--- config.mk ---
export PLATFORM = sky130hd
export DESIGN_NAME = fifo_uart_tx_flat
export DESIGN_NICKNAME = d
export VERILOG_FILES = /design/src/rtl/fifo_uart_tx_pkg.sv /design/src/rtl/fifo_uart_tx_if.sv /design/src/rtl/fifo_uart_tx_baud_tick.sv /design/src/rtl/fifo_uart_tx.sv /design/src/flat_wrapper.sv
export SDC_FILE = /design/constraint.sdc
export NUM_CORES = 1
export LEC_CHECK = 0
export BUFFER_PORTS_ARGS = -buffer_cell sky130_fd_sc_hd__buf_4
export CORE_ASPECT_RATIO = 1.25
export CORE_MARGIN = 2
export CORE_UTILIZATION = 55
export CTS_BUF_LIST = sky130_fd_sc_hd__clkbuf_8
export CTS_CLUSTER_SIZE = 25
export DETAILED_ROUTE_END_ITERATION = 10
export PLACE_DENSITY = 0.76
export RECOVER_POWER = 100
export SYNTH_ARGS = -nofsm -noshare
export SYNTH_HDL_FRONTEND = slang
export SYNTH_HIERARCHICAL = 1
export SYNTH_SLANG_ARGS = --single-unit
--- constraint.sdc ---
create_clock -name CLK -period 5.8 [get_ports CLK]
set_clock_uncertainty 0.15 [all_clocks]
set_input_delay 1.45 -clock CLK [delete_from_list [all_inputs] [get_ports CLK]]
set_output_delay 1.45 -clock CLK [all_outputs]
set_load 0.05 [all_outputs]
--- src/rtl/fifo_uart_tx_pkg.sv ---
// Shared types and counter-width helpers for the FIFO-fed UART transmitter.
package fifo_uart_tx_pkg;

    typedef enum logic [2:0] {
        IDLE,
        START,
        DATA,
        PARITY,
        STOP
    } state_e;

    // Width of a counter holding 0..n-1, never narrower than one bit.
    function automatic int ctr_w(input int n);
        return (n <= 2) ? 1 : $clog2(n);
    endfunction

endpackage

--- src/rtl/fifo_uart_tx_if.sv ---
// Read-side handshake of the bus FIFO: the FIFO presents a word, the consumer pops it.
interface fifo_uart_tx_if #(
    parameter int DATA_WIDTH = 8
);
    logic                  FIFO_READY;
    logic [DATA_WIDTH-1:0] FIFO_DATA;
    logic                  FIFO_ACK;

    modport master (output FIFO_READY, output FIFO_DATA, input FIFO_ACK);
    modport slave  (input FIFO_READY, input FIFO_DATA, output FIFO_ACK);
endinterface

--- src/rtl/fifo_uart_tx_baud_tick.sv ---
// Loadable bit-period down-counter; tick_o is high while the count sits at zero.
module baud_tick #(
    parameter int WIDTH = 4
) (
    input  logic             CLK,
    input  logic             RESET_N,
    input  logic             load_i,
    input  logic [WIDTH-1:0] load_val_i,
    output logic             tick_o
);
    logic [WIDTH-1:0] cnt_q, cnt_d;

    always_comb begin
        cnt_d = cnt_q;
        if (load_i) begin
            cnt_d = load_val_i;
        end else if (cnt_q != '0) begin
            cnt_d = cnt_q - 1'b1;
        end
    end

    always_ff @(posedge CLK or negedge RESET_N) begin
        if (!RESET_N) begin
            cnt_q <= '0;
        end else begin
            cnt_q <= cnt_d;
        end
    end

    assign tick_o = (cnt_q == '0);
endmodule

--- src/rtl/fifo_uart_tx.sv ---
// Pops words from the TX FIFO and serialises each as a UART frame on TX.
module fifo_uart_tx
    import fifo_uart_tx_pkg::*;
#(
    parameter int DATA_WIDTH   = 8,
    parameter int CLKS_PER_BIT = 16,
    parameter int PARITY_EN    = 0,
    parameter int PARITY_ODD   = 0,
    parameter int STOP_BITS    = 1
) (
    input  logic          CLK,
    input  logic          RESET_N,
    fifo_uart_tx_if.slave fifo,
    input  logic          ENABLE,
    output logic          TX,
    output logic          BUSY
);
    localparam int CNT_W = ctr_w(CLKS_PER_BIT);
    localparam int IDX_N = (DATA_WIDTH > STOP_BITS) ? DATA_WIDTH : STOP_BITS;
    localparam int IDX_W = ctr_w(IDX_N);
    localparam logic [CNT_W-1:0] BIT_LAST  = CNT_W'(CLKS_PER_BIT - 1);
    localparam logic [IDX_W-1:0] DATA_LAST = IDX_W'(DATA_WIDTH - 1);
    localparam logic [IDX_W-1:0] STOP_LAST = IDX_W'(STOP_BITS - 1);

    state_e                state_q, state_d;
    logic [DATA_WIDTH-1:0] shift_q, shift_d;
    logic [IDX_W-1:0]      idx_q, idx_d;
    logic                  par_q, par_d;
    logic                  tx_q, tx_d;
    logic                  ack_q, ack_d;
    logic                  busy_q, busy_d;
    logic                  start;
    logic                  tick;
    logic                  load;

    // Every bit period ends on tick; the counter reloads unless the frame is over.
    assign load = start | ((state_q != IDLE) && tick && (state_d != IDLE));

    baud_tick #(.WIDTH(CNT_W)) u_baud (
        .CLK        (CLK),
        .RESET_N    (RESET_N),
        .load_i     (load),
        .load_val_i (BIT_LAST),
        .tick_o     (tick)
    );

    always_ff @(posedge CLK or negedge RESET_N) begin
        if (!RESET_N) begin
            state_q <= IDLE;
            idx_q   <= '0;
            tx_q    <= 1'b1;
            ack_q   <= 1'b0;
            busy_q  <= 1'b0;
        end else begin
            state_q <= state_d;
            idx_q   <= idx_d;
            tx_q    <= tx_d;
            ack_q   <= ack_d;
            busy_q  <= busy_d;
        end
    end

    always_ff @(posedge CLK) begin
        shift_q <= shift_d;
        par_q   <= par_d;
    end

    always_comb begin
        state_d = state_q;
        shift_d = shift_q;
        idx_d   = idx_q;
        par_d   = par_q;
        start   = 1'b0;
        case (state_q)
            IDLE:   start = ENABLE & fifo.FIFO_READY;
            START:  if (tick) state_d = DATA;
            DATA: begin
                if (tick) begin
                    if (idx_q == DATA_LAST) begin
                        idx_d   = '0;
                        state_d = (PARITY_EN != 0) ? PARITY : STOP;
                    end else begin
                        idx_d   = idx_q + 1'b1;
                        shift_d = shift_q >> 1;
                    end
                end
            end
            PARITY: if (tick) state_d = STOP;
            STOP: begin
                if (tick) begin
                    if (idx_q == STOP_LAST) begin
                        idx_d   = '0;
                        state_d = IDLE;
                        start   = ENABLE & fifo.FIFO_READY;
                    end else begin
                        idx_d = idx_q + 1'b1;
                    end
                end
            end
            default: state_d = IDLE;
        endcase
        // A new word can be taken from IDLE or straight out of the last stop bit.
        if (start) begin
            state_d = START;
            shift_d = fifo.FIFO_DATA;
            par_d   = (^fifo.FIFO_DATA) ^ 1'(PARITY_ODD);
        end
    end

    // Outputs are decoded from the next state so they register on the same edge.
    always_comb begin
        tx_d = 1'b1;
        case (state_d)
            START:   tx_d = 1'b0;
            DATA:    tx_d = shift_d[0];
            PARITY:  tx_d = par_q;
            default: tx_d = 1'b1;
        endcase
        ack_d  = start;
        busy_d = (state_d != IDLE);
    end

    assign TX            = tx_q;
    assign BUSY          = busy_q;
    assign fifo.FIFO_ACK = ack_q;
endmodule
--- src/flat_wrapper.sv ---
// flat-port wrapper written by rule: the top's interface ports become plain ports
module fifo_uart_tx_flat import fifo_uart_tx_pkg::*;
#(
    parameter int DATA_WIDTH   = 8,
    parameter int CLKS_PER_BIT = 16,
    parameter int PARITY_EN    = 0,
    parameter int PARITY_ODD   = 0,
    parameter int STOP_BITS    = 1
)
  (CLK, RESET_N, ENABLE, TX, BUSY, fifo_FIFO_READY, fifo_FIFO_DATA, fifo_FIFO_ACK);
  fifo_uart_tx_if #(.DATA_WIDTH(DATA_WIDTH)) fifo_i ();
  input  logic CLK;
  input  logic RESET_N;
  input  logic ENABLE;
  output logic TX;
  output logic BUSY;
  input wire logic [$bits(fifo_i.FIFO_READY)-1:0] fifo_FIFO_READY;
  input wire logic [$bits(fifo_i.FIFO_DATA)-1:0] fifo_FIFO_DATA;
  output wire logic [$bits(fifo_i.FIFO_ACK)-1:0] fifo_FIFO_ACK;
  assign fifo_i.FIFO_READY = fifo_FIFO_READY;
  assign fifo_i.FIFO_DATA = fifo_FIFO_DATA;
  assign fifo_FIFO_ACK = fifo_i.FIFO_ACK;
  fifo_uart_tx #(.DATA_WIDTH(DATA_WIDTH), .CLKS_PER_BIT(CLKS_PER_BIT), .PARITY_EN(PARITY_EN), .PARITY_ODD(PARITY_ODD), .STOP_BITS(STOP_BITS)) u_core (.CLK(CLK), .RESET_N(RESET_N), .fifo(fifo_i), .ENABLE(ENABLE), .TX(TX), .BUSY(BUSY));
endmodule
==> flow_summary.yaml, run 1 <==
yosys:
  ys_top_cells_by_count: "dfrtp_1 (12), inv_1 (9), edfxtp_1 (8), xnor2_1 (8), a22o_1 (6)"
  ys_ff_latch: 22
  synthCells: 107
  syn-cell-area_mm2: 0.00125
  synth-compound-area-share: 0.135
  ys_seq_area_frac: 0.470
  synth_area_per_cell_um2: 11.7
  synth_top_family_by_area: "simple AND/OR/NAND/NOR gates"
  synth_xor_area_frac: 0.0631
  synth_edf_count: 8
  yosys.area_share.simple: 0.169
  yosys-top-cells-area: "dfrtp_1 (24%), edfxtp_1 (19%), xnor2_1 (5.6%)"
  muxShareOfSynthArea: 0.0581
  yosys.area.top_type: "dfrtp_1"
  synthAdderAreaFrac: 0.0401
  synth_warnings: 6
  netlist.area_leader.share: 0.240
  ys_types: 43
  async_reset_ff_frac: 0.591
  synth_flop_cell: "dfrtp_1"
  synth_most_common_cell: "dfrtp_1"
clock_tree:
  cts_made_buffers: 3
  cts_hold_buf: 0
  postCtsSetupBuffers: 0
  h-tree-depth: 1
  insertion_delay_ns: 0.26
  cts_num_sinks: 22
  ctsResizeCount: 0
  tritoncts: "yes"
  ctsRootBufferMaster: "clkbuf_8"
  clk_pin_slew_ns: 0.08
  clockBufferDepth: 2
critical_path:
  critPathArrivalTime_ns: 3.56
  crit_required_ns: 5.56
  crit_type: "reg2reg"
  slowest_stage: "nor4_1"
  crit_path_start_kind: "flip-flop"
  cp_top_family: "simple AND/OR/NAND/NOR gates"
  path_buf_inv: 2
  crit_path_cell_trace: "inv_1 -> ha_1 -> nor3b_1 -> inv_1 -> nor4_1 -> or2_0"
  end_kind: "flip-flop"
  cp_common_cell: "inv_1"
  crit_fanout: 8
  critPathMaxStageDelay_ns: 1.09
cells_and_area:
  finalInstanceArea_mm2: 0.00139
  syn_to_final_growth_pct: 11.1
  fill_cells: 192
  diodes: 0
  multi_input_area_um2: 567
  seqCellArea_um2: 587
  fin_nets: 140
  drive_above_1_share: 0.171
power:
  pwr-share-seq: 0.397
  intPower_w: 0.000437
  power.switching_w: 0.000246
  combPwrFrac: 0.397
  clkPwrFrac: 0.206
  p_leak_nw: 0.571
  p_per_area_mw_per_mm2: 492
  ir_drop_v: 0.000307
  switching_share: 0.360
floorplan:
  start_util: 0.577
  fp.dieW_um: 46.6
  core_mm2: 0.00216
  io_pins: 15
  die_h_um: 57.3
  rows: 19
  die-area_mm2: 0.00267
global_route:
  grt_max_degree: 14
  grt-ovfl-total: 0
  grt_pass1_vias: 870
  grt_pass1_wl_mm: 3.67
  grt_use_total: 0.186
  antenna_found_initial: 0
timing:
  rsz0062_at_grt: "no"
  maxSlewHeadroom: 0.129
  min_period_ns: 3.81
  fin_tns_setup_ns: 0
  slew_violations: 0
  setup_violations: 0
  finalHoldViolCount: 0
  max_freq_mhz: 263
  period_share: 0.656
  worst_slew_pin_slew_ns: 1.29
drt:
  drc: 0
  ant_nets: 0
  vias: 828
  dr.pass1.iters: 3
  vias_per_cell: 5.38
  avgRoutedWirePerCell_um: 13.8
  postRouteWirelength_mm: 2.12
  drt_iter0_drc: 4
worst_hold_path:
  min_path_type: "reg2reg"
place:
  postPlaceCellArea_mm2: 0.00136
  gp_congestion: 0.716
  port_buffers: 14
  dpl.hpwl_mm: 1.67
run_status:
  status: "completed"
run:
  max_cap_viol_count: 0
[cell type report]
cell class	count	area share
sequential	22	0.423
tap	31	0.0280
multi-input combinational	74	0.408
clock inverter	1	0.0216
clock buffer	3	0.0298
inverter	9	0.0243
timing repair buffer	14	0.0649
[cells by family after synthesis]
| group | Yosys count |
|---|---|
| DFF | 22 |
| adders and majority gates | 4 |
| and+or+nand+nor | 27 |
| AOI/OAI and AO/OA | 23 |
| muxes | 7 |
| xor gates and xnor gates | 9 |
| other | 1 |
| buffers and inverters | 14 |
[cell usage in the layout, fill, tap and decap left out, types with 5 or more instances in the layout]
master    instances
dfrtp_1          12
inv_1             9
o21ai_0           5
mux2i_1           5
nand2_1           5
xnor2_1           8
edfxtp_1          8
buf_4             9
a22o_1            6
[per-layer routing]
| layer | global-route usage | part of all wire | up-vias |
|---|---|---|---|
| met5 | 0 | 0 | - |
| met3 | 0.0190 | 0.028 | 2 |
| met4 | 0.0714 | 0.0057 | 0 |
| li1 | - | - | 407 |
| met2 | 0.335 | 0.56 | 15 |
| met1 | 0.218 | 0.40 | 404 |
[power by group through the flow]
stage,combinational (W),clock (W),sequential [W]
6_report,0.000271,0.000141,0.000271
5_1_grt,0.000304,0.000150,0.000280
3_3_place_gp,0.000278,0,0.000276
2_1_floorplan,0.000235,0,0.000281
4_1_cts,0.000293,0.000145,0.000278
3_5_place_dp,0.000291,0,0.000280
[registers in the layout (all words and copies together) (netlist names)]
register	flops
u_core/fifo.FIFO_ACK	1
u_core/TX	1
u_core/state_q	3
u_core/idx_q	3
u_core/u_baud/cnt_q	4
u_core/BUSY	1
u_core/shift_q	8
u_core/par_q	1
[final timing paths]
| path | start | to | slack [ns] | cells past startpoint |
|---|---|---|---|---|
| min in group asynchronous | RESET_N | u_core/idx_q[2] | 1.05 | 1 |
| setup / recovery | u_core/u_baud/cnt_q[0] | u_core/shift_q[3] | 1.99 | 6 |
| hold / removal | u_core/idx_q[1] | u_core/idx_q[1] | 0.38 | 2 |
| hold reg to reg | u_core/idx_q[1] | u_core/idx_q[1] | 0.38 | 2 |
| setup reg to reg | u_core/u_baud/cnt_q[0] | u_core/shift_q[3] | 1.99 | 6 |
| max in group asynchronous | RESET_N | u_core/BUSY | 4.01 | 1 |
[worst reg2reg max path, stage by stage (launching register included)]
cell,delay [ns]
dfrtp_1,0.38
inv_1,0.09
ha_1,0.22
nor3b_1,0.82
inv_1,0.21
nor4_1,1.09
or2_0,0.50
[metrics by stage]
| step | hold slack (ns) | utilization | setup slack [ns] | total power (W) | std cells |
|---|---|---|---|---|---|
| after floorplan | 0.323 | - | 3.09 | 0.000516 | 110 |
| after global placement | 0.336 | 0.629 | 2.73 | 0.000554 | 150 |
| after detailed placement | 0.368 | 0.629 | 2.60 | 0.000571 | 150 |
| after CTS | 0.389 | 0.662 | 2.89 | 0.000715 | 154 |
| after global routing | 0.422 | 0.641 | 1.65 | 0.000734 | 154 |
| final | 0.381 | 0.641 | 1.99 | 0.000683 | 154 |
No activity file was read; power rests on OpenSTA's default activity.
==> inputs of run 2 (changes only) <==
Clock period 5.8 ns to 3.6 ns, I/O delays scaled along.
==> flow_summary.yaml, run 2 (synthesis results as in run 1) <==
global_route:
  antenna_found_initial: 0
  grt_pass1_wl_mm: 3.50
  grt-ovfl-total: 0
  grt_max_degree: 14
  grt_pass1_vias: 842
  grt_use_total: 0.179
drt:
  ant_nets: 0
  vias: 807
  drc: 0
  dr.pass1.iters: 3
  avgRoutedWirePerCell_um: 13.2
  postRouteWirelength_mm: 2.03
  vias_per_cell: 5.24
  drt_iter0_drc: 6
timing:
  min_period_ns: 2.82
  worst_hold_slack_ns: 0.371
  rsz0062_at_grt: "no"
  fin_tns_setup_ns: 0
  setup_violations: 0
  finalHoldViolCount: 0
  period_share: 0.783
  maxSlewHeadroom: 0.410
  max_freq_mhz: 355
  worst_slew_pin_slew_ns: 0.886
  slew_violations: 0
clock_tree:
  cts_num_sinks: 22
  ctsRootBufferMaster: "clkbuf_8"
  cts_made_buffers: 3
  ctsResizeCount: 0
  h-tree-depth: 1
  insertion_delay_ns: 0.25
  tritoncts: "yes"
  postCtsSetupBuffers: 0
  cts_hold_buf: 0
  clk_pin_slew_ns: 0.08
  clockBufferDepth: 2
worst_hold_path:
  min_path_type: "reg2reg"
floorplan:
  fp.dieW_um: 46.6
  die-area_mm2: 0.00267
  die_h_um: 57.3
  start_util: 0.577
  rows: 19
  io_pins: 15
  core_mm2: 0.00216
cells_and_area:
  final_common_cell: "dfrtp_1"
  largest_reg_flops: 8
  final_cell_mix: "dfrtp_1 (12), buf_4 (9), inv_1 (9)"
  drive_above_1_share: 0.195
  fin_nets: 140
  regMostFlops: "u_core/shift_q"
  finalInstanceArea_mm2: 0.00141
  top_regs: "u_core/shift_q (8), u_core/u_baud/cnt_q (4)"
  diodes: 0
  fin_util: 0.654
  syn_to_final_growth_pct: 13.2
  final_cells: 154
  fill_cells: 180
critical_path:
  r2r-start: "u_core/u_baud/cnt_q[0]"
  crit_fanout: 11
  end_kind: "flip-flop"
  r2r_end: "u_core/shift_q[1]"
  critPathArrivalTime_ns: 2.63
  startpoint: "u_core/u_baud/cnt_q[0]"
  worstSetupEndpoint: "u_core/shift_q[1]"
  r2r_cells: 6
  critPathMaxStageDelay_ns: 0.75
  crit_path_start_kind: "flip-flop"
  crit_path_cell_trace: "inv_1 -> ha_1 -> nor3b_4 -> nand3b_1 -> a21oi_1 -> or2_2"
  slowest_stage: "a21oi_1"
  rrSetupSlack_ns: 0.78
  crit_type: "reg2reg"
  crit_required_ns: 3.41
run_status:
  status: "completed"
run:
  max_cap_viol_count: 0
power:
  p_per_area_mw_per_mm2: 785
  ir_drop_v: 0.000478
  p_leak_nw: 0.578
place:
  gp_congestion: 0.715
  port_buffers: 14
  postPlaceCellArea_mm2: 0.00136
  dpl.hpwl_mm: 1.61
  dp_cells: 150
-- run 2: cell counts in the layout (fill, tap and decap cells not counted) --
Identical to the previous run, type by type.
-- run 2: metal layers --
| layer | part of all wire | track usage |
|---|---|---|
| met5 | 0 | 0 |
| met4 | 0.0059 | 0.0595 |
| met3 | 0.035 | 0.0190 |
| met2 | 0.55 | 0.333 |
| met1 | 0.41 | 0.200 |
-- run 2: critical path: cells and delay by family (launching register included) --
kind,cells,cell delay (ns)
flops,1,0.38
fa+ha+maj,1,0.22
simple gates,3,0.94
compound gates,1,0.75
buf+inv,1,0.09
-- run 2: how the worst min path moves through the flow --
| stage | endpoint | cells past startpoint | from |
|---|---|---|---|
| 3_3_place_gp | u_core/idx_q[1] | 2 | u_core/idx_q[1] |
| 6_report | u_core/idx_q[1] | 2 | u_core/idx_q[1] |
| 3_5_place_dp | u_core/idx_q[1] | 2 | u_core/idx_q[1] |
| 2_1_floorplan | u_core/idx_q[1] | 2 | u_core/idx_q[1] |
| 4_1_cts | u_core/u_baud/cnt_q[0] | 1 | RESET_N |
| 5_1_grt | u_core/idx_q[1] | 2 | u_core/idx_q[1] |
-- run 2: power by group --
group          switching [W]  leakage [nW]  internal, W
Combinational       0.000239         0.299     0.000203
Sequential         0.0000837         0.243     0.000359
Clock              0.0000767        0.0357     0.000148
-- run 2: per-stage QoR --
step,total power [W],setup WS [ns]
after floorplan,0.000832,1.37
after global placement,0.000893,1.04
after detailed placement,0.000916,0.952
after CTS,0.00114,0.958
after global routing,0.00120,0.533
final,0.00111,0.781
-- run 2: layout make-up --
type                    count  area [µm²]  share of cell area
inverters                   9        33.8              0.0239
well taps                  31        38.8              0.0274
clock buffers               3        41.3              0.0292
clock inverters             1        30.0              0.0212
flip-flops and latches     22         587               0.415
repair buffers             14        90.1              0.0637
multi-input cells          74         593               0.419
==> inputs of run 3 (changes only) <==
Settings changed: CORE_UTILIZATION 55 to 53, PLACE_DENSITY 0.76 to 0.77.
Clock period 3.6 ns to 2.3 ns, I/O delays scaled along.
==> flow_summary.yaml, run 3 (synthesis results as in run 1) <==
run_status:
  status: "completed"
floorplan:
  rows: 19
  fp.dieW_um: 47.4
  start_util: 0.565
  core_mm2: 0.00221
  io_pins: 15
  die_h_um: 58.3
  die-area_mm2: 0.00276
global_route:
  grt-ovfl-total: 0
  grt_max_degree: 14
  antenna_found_initial: 0
  grt_use_total: 0.197
  grt_pass1_vias: 853
  grt_pass1_wl_mm: 3.83
timing:
  max_freq_mhz: 459
  slew_violations: 0
  setup_violations: 0
  fin_ws_ns: 0.123
  min_period_ns: 2.18
  rsz0062_at_grt: "no"
  period_share: 0.946
  maxSlewHeadroom: 0.549
  finalHoldViolCount: 0
  worst_slew_pin_slew_ns: 0.677
  fin_tns_setup_ns: 0
power:
  p_per_area_mw_per_mm2: 1230
  total_power_w: 0.00181
  p_leak_nw: 0.608
  ir_drop_v: 0.000786
drt:
  postRouteWirelength_mm: 2.25
  vias_per_cell: 5.26
  drc: 0
  dr.pass1.iters: 4
  avgRoutedWirePerCell_um: 14.0
  ant_nets: 0
  vias: 847
  drt_iter0_drc: 16
cells_and_area:
  regMostFlops: "u_core/shift_q"
  drive_above_1_share: 0.238
  fin_util: 0.666
  top_regs: "u_core/shift_q (8), u_core/u_baud/cnt_q (4)"
  final_cell_mix: "buf_4 (14), dfrtp_1 (12), inv_1 (9)"
  fill_cells: 179
  final_common_cell: "buf_4"
  fin_nets: 147
  largest_reg_flops: 8
  diodes: 0
  syn_to_final_growth_pct: 17.8
clock_tree:
  clk_pin_slew_ns: 0.08
  cts_num_sinks: 22
  tritoncts: "yes"
  clockBufferDepth: 2
  cts_made_buffers: 3
  h-tree-depth: 1
  insertion_delay_ns: 0.26
  ctsRootBufferMaster: "clkbuf_8"
critical_path:
  crit_fanout: 7
  crit_path_start_kind: "flip-flop"
  crit_required_ns: 2.11
  critPathArrivalTime_ns: 1.99
  crit_type: "reg2reg"
  end_kind: "flip-flop"
worst_hold_path:
  min_path_type: "reg2reg"
run:
  max_cap_viol_count: 0
place:
  dp_slack_ns: 0.115
  dpl.hpwl_mm: 1.82
  port_buffers: 14
  gp_congestion: 0.756
## run 3: cell count changes in the layout (fill, tap and decap cells not counted)
| cell | before | now |
|---|---|---|
| a21oi_2 | 0 | 1 |
| buf_4 | 9 | 14 |
| clkbuf_1 | 4 | 5 |
| dlygate4sd3_1 | 0 | 1 |
| o21ai_1 | 0 | 1 |
| ha_2 | 0 | 1 |
| o21ai_0 | 5 | 4 |
| ha_1 | 4 | 3 |
| a21oi_1 | 4 | 3 |
## run 3: worst paths after layout
check                           depth (start not counted)  slack, ns                   start                 to
worst min-delay path                                    2       0.37         u_core/idx_q[1]    u_core/idx_q[1]
worst min register to register                          2       0.37         u_core/idx_q[1]    u_core/idx_q[1]
worst max register to register                          7       0.12  u_core/u_baud/cnt_q[0]  u_core/shift_q[3]
worst max-delay path                                    7       0.12  u_core/u_baud/cnt_q[0]  u_core/shift_q[3]
max in group asynchronous                               2       0.85                 RESET_N  u_core/state_q[0]
min in group asynchronous                               2       0.72                 RESET_N    u_core/idx_q[1]
## run 3: power by group
group / switching (W) / internal (W) / total (W)
Clock: 0.000119 / 0.000232 / 0.000351
Sequential: 0.000130 / 0.000563 / 0.000692
Combinational: 0.000410 / 0.000359 / 0.000769
Total: 0.000658 / 0.00115 / 0.00181
## run 3: final cells by class
type	count	area, µm²	area share
multi-input combinational	74	599	0.407
sequential	22	587	0.399
timing repair buffer	21	141	0.0961
clock buffer	3	41.3	0.0281
tap	31	38.8	0.0264
inverter	9	33.8	0.0230
clock inverter	1	30.0	0.0204
## run 3: metrics by stage
stage,cells,hold slack [ns],area [µm²]
2_1_floorplan,110,0.129,1260
3_3_place_gp,155,0.275,1400
3_5_place_dp,155,0.275,1400
4_1_cts,160,0.383,1480
5_1_grt,161,0.410,1470
6_report,161,0.374,1470
## run 3: worst max-delay path, cell delays in order, from the launching register on
cell and delay (ns):
dfrtp_1 0.39, inv_1 0.09, ha_2 0.22, nor3b_4 0.29, clkbuf_4 0.19, nand3b_1 0.13, a21oi_2 0.19, or2_2 0.23
## run 3: layer usage
metal | track usage | wire length, µm
met5 | 0 | 0
met4 | 0.103 | 61
met3 | 0.0218 | 65
met2 | 0.344 | 1280
met1 | 0.222 | 843
## run 3: timing repair
| action | in CTS | in global routing |
|---|---|---|
| gates resized for setup | 0 | 2 |
| setup endpoints to repair | 0 | 2 |
| hold buffers | 1 | 0 |
| buffers inserted | 0 | 1 |
| hold endpoints to repair | 12 | 0 |
